## src/rtl/ball_pkg.sv

```systemverilog
// Shared types and constants for the pong ball motion engine.
// No logic; state encoding and direction polarity only.
package ball_pkg;

   typedef enum logic [1:0] {
      IDLE = 2'd0,
      RUN  = 2'd1,
      HELD = 2'd2
   } state_t;

   localparam logic DIR_POS = 1'b1;
   localparam logic DIR_NEG = 1'b0;

endpackage

```

## src/rtl/ball_motion_if.sv

```systemverilog
// Control/status bundle between frame logic and the ball engine.
// Slave side is the engine; master side is the controller/renderer.
interface ball_motion_if #(
   parameter int W      = 10,
   parameter int STEP_W = 4
);
   logic              tick;
   logic              pause;
   logic              launch;
   logic [W-1:0]      x_init;
   logic [W-1:0]      y_init;
   logic              x_dir_init;
   logic              y_dir_init;
   logic [STEP_W-1:0] x_step;
   logic [STEP_W-1:0] y_step;
   logic              deflect_left;
   logic              deflect_right;
   logic [W-1:0]      x_pos;
   logic [W-1:0]      y_pos;
   logic              x_dir;
   logic              y_dir;
   logic              active;
   logic              bounce_y;
   logic              miss_left;
   logic              miss_right;

   modport master (
      output tick, pause, launch, x_init, y_init, x_dir_init, y_dir_init,
             x_step, y_step, deflect_left, deflect_right,
      input  x_pos, y_pos, x_dir, y_dir, active, bounce_y, miss_left, miss_right
   );

   modport slave (
      input  tick, pause, launch, x_init, y_init, x_dir_init, y_dir_init,
             x_step, y_step, deflect_left, deflect_right,
      output x_pos, y_pos, x_dir, y_dir, active, bounce_y, miss_left, miss_right
   );
endinterface

```

## src/rtl/ball_motion_axis_stepper.sv

```systemverilog
// One-axis step with clamp at 0 and LIMIT; purely combinational.
// hit_* flag a clamp; a zero step never clamps or reverses.
module axis_stepper
   import ball_pkg::*;
#(
   parameter int W      = 10,
   parameter int STEP_W = 4,
   parameter int LIMIT  = 471
) (
   input  logic [W-1:0]      i_pos,
   input  logic              i_dir,
   input  logic [STEP_W-1:0] i_step,
   output logic [W-1:0]      o_pos,
   output logic              o_dir,
   output logic              o_hit_low,
   output logic              o_hit_high
);
   localparam logic [W:0] LIM = (W+1)'(LIMIT);

   logic [W:0] w_pos_ext;
   logic [W:0] w_step_ext;
   logic [W:0] w_sum;
   logic [W:0] w_diff;

   assign w_pos_ext  = {1'b0, i_pos};
   assign w_step_ext = {{(W+1-STEP_W){1'b0}}, i_step};
   assign w_sum      = w_pos_ext + w_step_ext;
   assign w_diff     = w_pos_ext - w_step_ext;

   always_comb begin
      o_pos      = i_pos;
      o_dir      = i_dir;
      o_hit_low  = 1'b0;
      o_hit_high = 1'b0;
      if (i_step != '0) begin
         if (i_dir == DIR_POS) begin
            if (w_sum >= LIM) begin
               o_pos      = LIM[W-1:0];
               o_dir      = DIR_NEG;
               o_hit_high = 1'b1;
            end else begin
               o_pos = w_sum[W-1:0];
            end
         end else begin
            if (w_pos_ext <= w_step_ext) begin
               o_pos     = '0;
               o_dir     = DIR_POS;
               o_hit_low = 1'b1;
            end else begin
               o_pos = w_diff[W-1:0];
            end
         end
      end
   end

endmodule

```

## src/rtl/ball_motion.sv

```systemverilog
// Ball motion engine: FSM + registered position/dir, one update per frame tick.
// Outputs change the cycle after tick/launch; no backpressure.
module ball_motion
   import ball_pkg::*;
#(
   parameter int W         = 10,
   parameter int STEP_W    = 4,
   parameter int X_MAX     = 639,
   parameter int Y_MAX     = 479,
   parameter int BALL_SIZE = 8,
   parameter int X_RESET   = 320,
   parameter int Y_RESET   = 240
) (
   input  logic         clk,
   input  logic         reset_n,
   ball_motion_if.slave bus
);
   localparam int XL = X_MAX - BALL_SIZE;
   localparam int YL = Y_MAX - BALL_SIZE;

   state_t       r_state, w_state_nxt;
   logic [W-1:0] r_x_pos, r_y_pos, w_x_pos_nxt, w_y_pos_nxt;
   logic         r_x_dir, r_y_dir, w_x_dir_nxt, w_y_dir_nxt;
   logic         r_active;
   logic         r_bounce_y, r_miss_left, r_miss_right;
   logic         w_bounce_nxt, w_miss_l_nxt, w_miss_r_nxt;

   logic         w_x_dir_eff;
   logic [W-1:0] w_x_step_pos, w_y_step_pos;
   logic         w_x_step_dir, w_y_step_dir;
   logic         w_x_lo, w_x_hi, w_y_lo, w_y_hi;

   // Deflects resolve before the move; simultaneous left/right cancel out.
   always_comb begin
      w_x_dir_eff = r_x_dir;
      if (bus.deflect_left && !bus.deflect_right)
         w_x_dir_eff = DIR_POS;
      else if (bus.deflect_right && !bus.deflect_left)
         w_x_dir_eff = DIR_NEG;
   end

   axis_stepper #(.W(W), .STEP_W(STEP_W), .LIMIT(XL)) u_x_axis (
      .i_pos      (r_x_pos),
      .i_dir      (w_x_dir_eff),
      .i_step     (bus.x_step),
      .o_pos      (w_x_step_pos),
      .o_dir      (w_x_step_dir),
      .o_hit_low  (w_x_lo),
      .o_hit_high (w_x_hi)
   );

   axis_stepper #(.W(W), .STEP_W(STEP_W), .LIMIT(YL)) u_y_axis (
      .i_pos      (r_y_pos),
      .i_dir      (r_y_dir),
      .i_step     (bus.y_step),
      .o_pos      (w_y_step_pos),
      .o_dir      (w_y_step_dir),
      .o_hit_low  (w_y_lo),
      .o_hit_high (w_y_hi)
   );

   always_comb begin
      w_state_nxt  = r_state;
      w_x_pos_nxt  = r_x_pos;
      w_y_pos_nxt  = r_y_pos;
      w_x_dir_nxt  = r_x_dir;
      w_y_dir_nxt  = r_y_dir;
      w_bounce_nxt = 1'b0;
      w_miss_l_nxt = 1'b0;
      w_miss_r_nxt = 1'b0;
      if (bus.launch) begin
         w_x_pos_nxt = bus.x_init;
         w_y_pos_nxt = bus.y_init;
         w_x_dir_nxt = bus.x_dir_init;
         w_y_dir_nxt = bus.y_dir_init;
         w_state_nxt = bus.pause ? HELD : RUN;
      end else begin
         unique case (r_state)
            RUN: begin
               if (bus.pause) begin
                  w_state_nxt = HELD;
               end else if (bus.tick) begin
                  w_y_pos_nxt  = w_y_step_pos;
                  w_y_dir_nxt  = w_y_step_dir;
                  w_bounce_nxt = w_y_lo | w_y_hi;
                  w_x_pos_nxt  = w_x_step_pos;
                  // A miss ends the rally but leaves x_dir as it was.
                  w_x_dir_nxt  = (w_x_lo | w_x_hi) ? w_x_dir_eff : w_x_step_dir;
                  w_miss_l_nxt = w_x_lo;
                  w_miss_r_nxt = w_x_hi;
                  if (w_x_lo || w_x_hi)
                     w_state_nxt = IDLE;
               end
            end
            HELD: begin
               if (!bus.pause)
                  w_state_nxt = RUN;
            end
            default: ;
         endcase
      end
   end

   always_ff @(posedge clk or negedge reset_n) begin
      if (!reset_n) begin
         r_state      <= IDLE;
         r_x_pos      <= W'(X_RESET);
         r_y_pos      <= W'(Y_RESET);
         r_x_dir      <= DIR_POS;
         r_y_dir      <= DIR_NEG;
         r_active     <= 1'b0;
         r_bounce_y   <= 1'b0;
         r_miss_left  <= 1'b0;
         r_miss_right <= 1'b0;
      end else begin
         r_state      <= w_state_nxt;
         r_x_pos      <= w_x_pos_nxt;
         r_y_pos      <= w_y_pos_nxt;
         r_x_dir      <= w_x_dir_nxt;
         r_y_dir      <= w_y_dir_nxt;
         r_active     <= (w_state_nxt != IDLE);
         r_bounce_y   <= w_bounce_nxt;
         r_miss_left  <= w_miss_l_nxt;
         r_miss_right <= w_miss_r_nxt;
      end
   end

   assign bus.x_pos      = r_x_pos;
   assign bus.y_pos      = r_y_pos;
   assign bus.x_dir      = r_x_dir;
   assign bus.y_dir      = r_y_dir;
   assign bus.active     = r_active;
   assign bus.bounce_y   = r_bounce_y;
   assign bus.miss_left  = r_miss_left;
   assign bus.miss_right = r_miss_right;

endmodule

```

## src/flat_wrapper.sv

```systemverilog
// flat-port wrapper written by rule: the top's interface ports become plain ports
module ball_motion_flat import ball_pkg::*;
#(
   parameter int W         = 10,
   parameter int STEP_W    = 4,
   parameter int X_MAX     = 639,
   parameter int Y_MAX     = 479,
   parameter int BALL_SIZE = 8,
   parameter int X_RESET   = 320,
   parameter int Y_RESET   = 240
)
  (clk, reset_n, bus_tick, bus_pause, bus_launch, bus_x_init, bus_y_init, bus_x_dir_init, bus_y_dir_init, bus_x_step, bus_y_step, bus_deflect_left, bus_deflect_right, bus_x_pos, bus_y_pos, bus_x_dir, bus_y_dir, bus_active, bus_bounce_y, bus_miss_left, bus_miss_right);
  ball_motion_if #(.W(W), .STEP_W(STEP_W)) bus_i ();
  input  logic clk;
  input  logic reset_n;
  input wire logic [$bits(bus_i.tick)-1:0] bus_tick;
  input wire logic [$bits(bus_i.pause)-1:0] bus_pause;
  input wire logic [$bits(bus_i.launch)-1:0] bus_launch;
  input wire logic [$bits(bus_i.x_init)-1:0] bus_x_init;
  input wire logic [$bits(bus_i.y_init)-1:0] bus_y_init;
  input wire logic [$bits(bus_i.x_dir_init)-1:0] bus_x_dir_init;
  input wire logic [$bits(bus_i.y_dir_init)-1:0] bus_y_dir_init;
  input wire logic [$bits(bus_i.x_step)-1:0] bus_x_step;
  input wire logic [$bits(bus_i.y_step)-1:0] bus_y_step;
  input wire logic [$bits(bus_i.deflect_left)-1:0] bus_deflect_left;
  input wire logic [$bits(bus_i.deflect_right)-1:0] bus_deflect_right;
  output wire logic [$bits(bus_i.x_pos)-1:0] bus_x_pos;
  output wire logic [$bits(bus_i.y_pos)-1:0] bus_y_pos;
  output wire logic [$bits(bus_i.x_dir)-1:0] bus_x_dir;
  output wire logic [$bits(bus_i.y_dir)-1:0] bus_y_dir;
  output wire logic [$bits(bus_i.active)-1:0] bus_active;
  output wire logic [$bits(bus_i.bounce_y)-1:0] bus_bounce_y;
  output wire logic [$bits(bus_i.miss_left)-1:0] bus_miss_left;
  output wire logic [$bits(bus_i.miss_right)-1:0] bus_miss_right;
  assign bus_i.tick = bus_tick;
  assign bus_i.pause = bus_pause;
  assign bus_i.launch = bus_launch;
  assign bus_i.x_init = bus_x_init;
  assign bus_i.y_init = bus_y_init;
  assign bus_i.x_dir_init = bus_x_dir_init;
  assign bus_i.y_dir_init = bus_y_dir_init;
  assign bus_i.x_step = bus_x_step;
  assign bus_i.y_step = bus_y_step;
  assign bus_i.deflect_left = bus_deflect_left;
  assign bus_i.deflect_right = bus_deflect_right;
  assign bus_x_pos = bus_i.x_pos;
  assign bus_y_pos = bus_i.y_pos;
  assign bus_x_dir = bus_i.x_dir;
  assign bus_y_dir = bus_i.y_dir;
  assign bus_active = bus_i.active;
  assign bus_bounce_y = bus_i.bounce_y;
  assign bus_miss_left = bus_i.miss_left;
  assign bus_miss_right = bus_i.miss_right;
  ball_motion #(.W(W), .STEP_W(STEP_W), .X_MAX(X_MAX), .Y_MAX(Y_MAX), .BALL_SIZE(BALL_SIZE), .X_RESET(X_RESET), .Y_RESET(Y_RESET)) u_core (.clk(clk), .reset_n(reset_n), .bus(bus_i));
endmodule
```

## config.mk

```make
export PLATFORM = sky130hd
export DESIGN_NAME = ball_motion_flat
export DESIGN_NICKNAME = d
export VERILOG_FILES = /design/src/rtl/ball_pkg.sv /design/src/rtl/ball_motion_if.sv /design/src/rtl/ball_motion_axis_stepper.sv /design/src/rtl/ball_motion.sv /design/src/flat_wrapper.sv
export SDC_FILE = /design/constraint.sdc
export NUM_CORES = 1
export LEC_CHECK = 0
export BUFFER_PORTS_ARGS = -buffer_cell sky130_fd_sc_hd__buf_2
export CAP_MARGIN = 20
export CORE_ASPECT_RATIO = 1.4
export CORE_MARGIN = 5
export CORE_UTILIZATION = 35
export DETAILED_ROUTE_END_ITERATION = 10
export PLACE_DENSITY = 0.57
export SYNTH_ARGS = -nofsm -noshare
export SYNTH_HDL_FRONTEND = slang
export SYNTH_HIERARCHICAL = 1
export SYNTH_SLANG_ARGS = --single-unit
```

## constraint.sdc

```tcl
create_clock -name clk -period 5 [get_ports clk]
set_input_delay 0.25 -clock clk [delete_from_list [all_inputs] [get_ports clk]]
set_output_delay 0.25 -clock clk [all_outputs]
set_load 0.02 [all_outputs]
```

==> results of run 1 <==
[per-stage QoR]
step	worst slack [ns]	total power [µW]	hold WS, ns	instances
2_1_floorplan	1.90	1790	-0.0456	404
3_3_place_gp	1.71	2150	0.350	582
3_5_place_dp	1.61	2170	0.360	582
4_1_cts	1.58	2400	0.0649	586
5_1_grt	1.34	2590	0.0956	586
6_report	1.56	2390	0.0276	586
[registers in the layout, summed over array words and instances, names as in the netlist]
name / flops
u_core/bus.y_dir: 1
u_core/bus.miss_left: 1
u_core/bus.active: 1
u_core/bus.miss_right: 1
u_core/bus.x_dir: 1
u_core/bus.bounce_y: 1
u_core/bus.y_pos: 10
u_core/r_state: 2
u_core/bus.x_pos: 10
[routing by layer]
metal	GRT usage	wire length (µm)	vias up
met5	0	0	-
met4	0.0510	201	0
met3	0.0187	464	17
met2	0.325	5580	90
met1	0.178	3840	1554
li1	-	-	1584
[cells by family after synthesis]
group,count (synthesis),share of synthesized area
XOR/XNOR,17,0.0422
flip-flops,28,0.201
adder cells (fa/ha/maj),22,0.0866
AO/OA/AOI/OAI,104,0.201
AND/OR/NAND/NOR,135,0.217
buffers and inverters,48,0.0741
multiplexers,50,0.178
[how the worst max path moves through the flow]
stage                        startpoint                to  depth (start not counted)
floorplan           u_core/bus.x_pos[0]  u_core/bus.x_dir                         12
global placement          bus_x_step[0]  u_core/bus.x_dir                         13
detailed placement  u_core/bus.x_pos[2]  u_core/bus.x_dir                         10
CTS                 u_core/bus.x_pos[2]  u_core/bus.x_dir                         10
global route        u_core/bus.x_pos[2]  u_core/bus.x_dir                         10
finish              u_core/bus.x_pos[2]  u_core/bus.x_dir                         10
[cell usage in the layout (no fill, tap or decap), types with 5 or more instances in the layout]
master | netlist | layout
buf_2 | 8 | 62
nor2_1 | 30 | 30
nand2_1 | 29 | 29
mux2_2 | 26 | 26
inv_1 | 25 | 25
a21oi_1 | 21 | 21
dfrtp_1 | 21 | 21
o21ai_0 | 20 | 20
mux2_4 | 19 | 19
ha_1 | 18 | 18
a31oi_1 | 11 | 11
xnor2_1 | 11 | 11
nor3_1 | 11 | 11
nand3_1 | 8 | 8
nor2b_1 | 7 | 7
dfstp_2 | 7 | 7
xor2_1 | 6 | 6
o31ai_1 | 6 | 6
a211oi_1 | 5 | 5
or3_1 | 5 | 5
and2_1 | 5 | 5
[critical path, cell delays in order, from the launching register on]
cell	delay, ns
dfrtp_1	0.46
ha_1	0.54
nor2_1	0.12
o311ai_1	0.45
nor2_1	0.12
xor2_1	0.22
o31ai_2	0.53
a21oi_1	0.20
or3b_2	0.47
o311a_1	0.13
o2bb2ai_1	0.14
[layout make-up]
cell class | instances | share of cell area
clock buffers | 4 | 0.0224
inverters | 26 | 0.0250
multi-input cells | 328 | 0.647
flip-flops and latches | 28 | 0.179
well taps | 135 | 0.0426
repair buffers | 65 | 0.0840
[report_power, final]
part | switching [µW] | internal [µW] | leakage, µW
clock network | 85.1 | 123 | 0.0000442
logic | 884 | 737 | 0.00137
registers | 217 | 341 | 0.000323
total | 1190 | 1200 | 0.00174
==> results by group, run 1 <==
Run status
  • Status: finished clean

Global route
  • Antenna violations before repair: 0
  • Congestion Overflow GR: 0
  • Largest net degree at the start of global routing: 29
  • Total track usage: 0.165
  • First-pass GRT wire length: about 16000 µm
  • Vias in the first global route: between 3000 and 4000

Route
  • DRT antenna net count: 0
  • Drt wl/cell: ~17 µm
  • TritonRoute pass-1 iters: 4
  • Vias: between 3000 and 4000
  • Total Wirelength: around 10000 µm
  • Vias/cell: between 5 and 6
  • Drt initial violations: between 100 and 150
  • DRC viols: 0

Min path
  • Worst hold path type: primary input to async pin

Cells and area
  • Area of the multi-input gates: roughly 0.0026 mm²
  • Reg area: between 700 and 800 µm²
  • Share of cells above drive strength 1: 0.322
  • Fill cell count: ~1100
  • Number of diodes: 0
  • # nets final: 511
  • Layout area overhead: 12.3%
  • Layout Utilization: 0.400
  • Finished Cell Area: around 0.004 mm²

Synthesis
  • Post-Synthesis Cell Area: 0.00353 mm²
  • Dominant cells by area after synthesis: dfrtp_1 15%, mux2_2 8.3%, mux2_4 8.1%, ha_1 6.4%, dfstp_2 5.2%
  • Yosys reg bits: 28
  • Mapped Cells: 404
  • Post-Syn Area per Cell: 8.73 µm²
  • Area leader, netlist: dfrtp_1
  • Netlist cell types: 75
  • Synth top cells by count: 30 x nor2_1, 29 x nand2_1, 26 x mux2_2
  • Yosys top cell area share: 0.149
  • Syn nets: between 400 and 500
  • Most frequent cell after synthesis: nor2_1
  • Async set-reset flop share out of synthesis: 1.00
  • Ys flop type: dfrtp_1
  • Sequential fraction of the synthesis area: 0.201
  • Number of enable flip-flop cells after synthesis: 0
  • Synth warn: 6

Timing
  • Final min period: 3.44 ns
  • Max Slew Vio Count: 0
  • Setup Skew: between 0.005 and 0.006 ns
  • Setup_tns: 0 ns
  • Fin crit share: 0.687
  • Worst-Margin Slew: 0.784 ns
  • Final setup viols: 0
  • RSZ-0062 raised after global routing: no
  • Rel. slew slack: 0.477
  • Achievable Freq: 291 MHz
  • Final hold violations: 0

Power and ir drop
  • Leakage: between 0.0015 and 0.002 µW
  • Peak VDD IR: ~330 µV
  • Pwr dens: roughly 600 mW/mm²

Critical path
  • Critical path class: register to register
  • CP Data Required Time: 5.20 ns
  • Maximum net fanout on the critical path: 12
  • R2R depth: 10
  • R2R setup slack: roughly 1.6 ns
  • Worst Setup End Kind: register
  • Crit path DAT: around 3.6 ns
  • CP Launch Type: register
  • End of the worst register-to-register path: u_core/bus.x_dir
  • RR Startpoint: u_core/bus.x_pos[2]

Clocking
  • # resized after CTS: 0
  • CTS Buf Count: 3
  • Worst-Skew Late Latency: about 0.27 ns
  • Post-CTS setup buffer count: 0
  • Clock Path Buffers: 2
  • Reg clk slew, reported paths: roughly 0.080 ns
  • Clk sink count: 28
  • CTS Hold Buffers Added: 0
  • Htree depth: 1
  • Clk root buf: clkbuf_16
  • TritonCTS clock tree: yes

Floorplan
  • Chip Height: roughly 130 µm
  • Core ar.: slightly below 0.01 mm²
  • Die W: around 95 µm
  • Row Count: 43
  • Initial Util: 0.356
  • Num ports: 63
  • Area of the die: around 0.012 mm²

Placement
  • IO Port Bufs: 62
  • Detail Placement HPWL: 7660 µm
  • Placer Congestion: ~0.93
  • DP Area: ~0.0039 mm²

Run
  • Max cap viols: 0
No activity file was read; power rests on OpenSTA's default activity.
==> run 2, diff against run 1 <==
Settings changed: ABC_AREA from default to 1, PLACE_DENSITY 0.57 to 0.59.
Clock period 5 ns to 2.8 ns, I/O delays scaled along.
==> results by group, run 2 <==
Run status
  • Status: finished clean (unchanged)

Route
  • DRT antenna net count: 0 (unchanged)
  • Drt wl/cell: 13.7 µm (was 17.2 µm)
  • Vias/cell: 4.98 (was 5.54)
  • Vias: 3723 (was 3245)
  • DRC viols: 0 (unchanged)
  • TritonRoute pass-1 iters: 5 (was 4)
  • Drt initial violations: 168 (was 125)
  • Total Wirelength: 10200 µm (was 10100 µm)

Cells and area
  • Finished Cell Area: 0.00409 mm² (was 0.00396 mm²)
  • Layout area overhead: 14.6% (was 12.3%)
  • Share of cells above drive strength 1: 0.254 (was 0.322)
  • # nets final: 673 (was 511)
  • Number of diodes: 0 (unchanged)
  • Layout Utilization: 0.411 (was 0.400)
  • Reg area: 709 µm² (unchanged)
  • Commonest non-fill, non-tap cell in the layout: nand2_1 (was buf_2)
  • Commonest cells after routing, fill and taps aside: 180 x nand2_1, 63 x nor2_1, 62 x buf_2, 60 x inv_1, 37 x nand3_1 (was 62 x buf_2, 30 x nor2_1, 29 x nand2_1, 26 x mux2_2, 25 x inv_1)
  • Fill cell count: 1095 (was 1063)
  • Area of the multi-input gates: 0.00248 mm² (was 0.00256 mm²)

Timing
  • Final setup viols: 0 (unchanged)
  • Fin crit share: 0.911 (was 0.687)
  • RSZ-0062 raised after global routing: no (unchanged)
  • Final hold violations: 0 (unchanged)
  • Max Slew Vio Count: 0 (unchanged)
  • Rel. slew slack: 0.538 (was 0.477)
  • Final min period: 2.55 ns (was 3.44 ns)
  • Worst-Margin Slew: 0.693 ns (was 0.784 ns)
  • Achievable Freq: 392 MHz (was 291 MHz)
  • Setup_tns: 0 ns (unchanged)
  • Setup Skew: 0.00284 ns (was 0.00581 ns)

Synthesis
  • Area leader, netlist: nand2_1 (was dfrtp_1)
  • Most frequent cell after synthesis: nand2_1 (was nor2_1)
  • Syn nets: 615 (was 463)
  • Main combinational cell family by area after synthesis: simple AND/OR/NAND/NOR gates (unchanged)
  • Ys flop type: dfrtp_1 (unchanged)
  • Synth warn: 6 (unchanged)
  • Post-Synth XOR/XNOR Area: 0.0291 (was 0.0422)
  • Post-Synthesis Cell Area: 0.00357 mm² (was 0.00353 mm²)
  • Dominant cells by area after synthesis: nand2_1 19%, dfrtp_1 15%, nor2_1 6.7%, a31oi_2 6.7%, inv_1 6.4% (was dfrtp_1 15%, mux2_2 8.3%, mux2_4 8.1%, ha_1 6.4%, dfstp_2 5.2%)
  • Adder-cell share of the synthesized area: 0.0855 (was 0.0866)
  • Simple-Gate Fraction of Synth Area: 0.430 (was 0.217)
  • Async set-reset flop share out of synthesis: 1.00 (unchanged)
  • Multiplexer area fraction after synthesis: 0 (was 0.178)
  • Mapped Cells: 556 (was 404)
  • Yosys reg bits: 28 (unchanged)
  • Post-Syn Area per Cell: 6.42 µm² (was 8.73 µm²)
  • Yosys top cell area share: 0.189 (was 0.149)
  • Number of enable flip-flop cells after synthesis: 0 (unchanged)
  • Sequential fraction of the synthesis area: 0.199 (was 0.201)
  • Netlist cell types: 41 (was 75)
  • Synth Area in Compound Gates: 0.143 (was 0.201)
  • Synth top cells by count: 180 x nand2_1, 64 x nor2_1, 61 x inv_1 (was 30 x nor2_1, 29 x nand2_1, 26 x mux2_2)

Placement
  • Detail Placement HPWL: 8100 µm (was 7660 µm)
  • DP Area: 0.00398 mm² (was 0.00387 mm²)
  • IO Port Bufs: 62 (unchanged)
  • Placer Congestion: 0.907 (was 0.930)

Power and ir drop
  • Comb power frac: 0.611 (was 0.679)
  • NetSw: 1320 µW (was 1190 µW)
  • Clk network pwr share: 0.145 (was 0.087)
  • Switch share: 0.506 (was 0.497)
  • Seq pwr share: 0.244 (was 0.234)
  • Leakage: 0.00214 µW (was 0.00174 µW)
  • Pwr dens: 639 mW/mm² (was 603 mW/mm²)
  • P_int: 1290 µW (was 1200 µW)
  • Peak VDD IR: 320 µV (was 329 µV)

Floorplan
  • Core ar.: 0.00995 mm² (was 0.00990 mm²)
  • Row Count: 43 (unchanged)
  • Initial Util: 0.359 (was 0.356)
  • Die W: 95.4 µm (was 94.8 µm)
  • Num ports: 63 (unchanged)
  • Area of the die: 0.0124 mm² (was 0.0122 mm²)
  • Chip Height: 130 µm (was 129 µm)

Critical path
  • Worst Setup End Kind: register (unchanged)
  • Worst path most repeated cell: nand2_1 (was nor2_1)
  • Slowest CP cell: fa_1 (was ha_1)
  • CP Launch Type: register (unchanged)
  • Critical path class: register to register (unchanged)
  • Crit path largest cell delay: 0.44 ns (was 0.54 ns)
  • R2R depth: 21 (was 10)
  • Critical path, cell by cell: ha_2 -> inv_1 -> fa_1 -> inv_2 -> nand3_1 -> nand2_2 -> nand3_1 -> nand2_1 -> nor2_2 -> nand2_2 -> nand2_4 -> nand2_4 -> nand2_2 -> nor2_4 -> o21ai_2 -> nand2_1 -> nand2_1 -> nand2_1 -> nand2_1 -> nand2_1 -> nand2_1 (was ha_1 -> nor2_1 -> o311ai_1 -> nor2_1 -> xor2_1 -> o31ai_2 -> a21oi_1 -> or3b_2 -> o311a_1 -> o2bb2ai_1)
  • End of the worst register-to-register path: u_core/r_state[1] (was u_core/bus.x_dir)
  • R2R setup slack: 0.25 ns (was 1.56 ns)
  • Crit path DAT: 2.71 ns (was 3.63 ns)
  • RR Startpoint: u_core/bus.x_pos[0] (was u_core/bus.x_pos[2])
  • Maximum net fanout on the critical path: 8 (was 12)
  • Crit. Startpoint: u_core/bus.x_pos[0] (was u_core/bus.x_pos[2])
  • CP Data Required Time: 2.96 ns (was 5.20 ns)

Clocking
  • Htree depth: 1 (unchanged)
  • CTS Buf Count: 3 (unchanged)
  • Clock Path Buffers: 2 (unchanged)
  • Clk sink count: 28 (unchanged)
  • Reg clk slew, reported paths: 0.08 ns (about the same)
  • Clk root buf: clkbuf_16 (unchanged)
  • Worst-Skew Late Latency: 0.27 ns (about the same)
  • Post-CTS setup buffer count: 0 (unchanged)
  • TritonCTS clock tree: yes (unchanged)

Run
  • Max cap viols: 0 (unchanged)

Min path
  • Worst hold path type: primary input to register (was primary input to async pin)
  • Hold Path Sink: u_core/bus.y_pos[5]
  • Hold Path Stages: 3
  • Hold path startpoint: bus_y_init[5]

Global route
  • Largest net degree at the start of global routing: 44 (was 29)
  • Total track usage: 0.173 (was 0.165)
  • Vias in the first global route: 3696 (was 3232)
  • Antenna violations before repair: 0 (unchanged)
  • First-pass GRT wire length: 17200 µm (was 15900 µm)
  • Congestion Overflow GR: 0 (unchanged)
[run 2: cell count changes after synthesis, moves of 10 or more]
cell / previous run / this run
xnor2_1: 11 / 1
nand2_1: 29 / 180
inv_1: 25 / 61
nand3_1: 8 / 37
a31oi_2: 0 / 19
mux2_2: 26 / 0
nand2_2: 1 / 21
o21ai_0: 20 / 10
mux2_4: 19 / 0
nor2_1: 30 / 64
nand4_1: 2 / 21
[run 2: power by group through the flow]
stage,logic [µW],registers (µW),clock network (µW)
2_1_floorplan,1160,697,0
3_3_place_gp,1560,648,0
3_5_place_dp,1580,650,0
4_1_cts,1590,643,391
5_1_grt,1800,661,405
6_report,1600,639,379
[run 2: critical path: cells and delay by family (launching register included)]
kind	cells	cell delay, ns
simple gates	16	1.18
buf+inv	2	0.15
compound gates	1	0.06
flops	1	0.41
fa+ha+maj	2	0.64
[run 2: metrics by stage]
step                instances  hold WS [ns]  setup slack (ns)  power [µW]
global placement          743         0.222             0.206        2210
CTS                       748         0.110             0.158        2620
floorplan                 556        -0.156             0.257        1850
finish                    748         0.114             0.248        2610
global route              748         0.127            0.0193        2870
detailed placement        743         0.232             0.150        2230
[run 2: layer usage]
layer,track usage,wire [µm]
met1,0.187,4050
met2,0.349,5720
met3,0.00697,251
met4,0.0578,215
met5,0,0
[run 2: timing repair]
action | 4_1_cts | 5_1_grt
hold buffers | 1 | 0
endpoints found under the hold margin | 21 | 0
resized for setup | 0 | 8
setup endpoints to repair | 0 | 4
[run 2: layout make-up]
| class | count | share of cell area |
|---|---|---|
| Multi-Input combinational cell | 439 | 0.606 |
| Sequential cell | 28 | 0.173 |
| Timing Repair Buffer | 71 | 0.0929 |
| Inverter | 71 | 0.0651 |
| Tap cell | 135 | 0.0413 |
| Clock buffer | 4 | 0.0217 |
[run 2: logic make-up (layout without fill, tap and decap cells)]
| logic type | count (synthesis) | in the layout |
|---|---|---|
| flops | 28 | 28 |
| buf+inv | 89 | 146 |
| simple gates | 342 | 342 |
| compound gates | 64 | 64 |
| fa+ha+maj | 22 | 22 |
| xor+xnor | 11 | 11 |
[run 2: worst max-delay path by stage]
stage	end	slack, ns	cells past startpoint
final	u_core/r_state[1]	0.25	21
after CTS	u_core/r_state[1]	0.16	20
after floorplan	u_core/r_state[0]	0.26	20
after global placement	u_core/r_state[1]	0.21	20
after detailed placement	u_core/r_state[0]	0.15	20
after global routing	u_core/r_state[1]	0.02	16
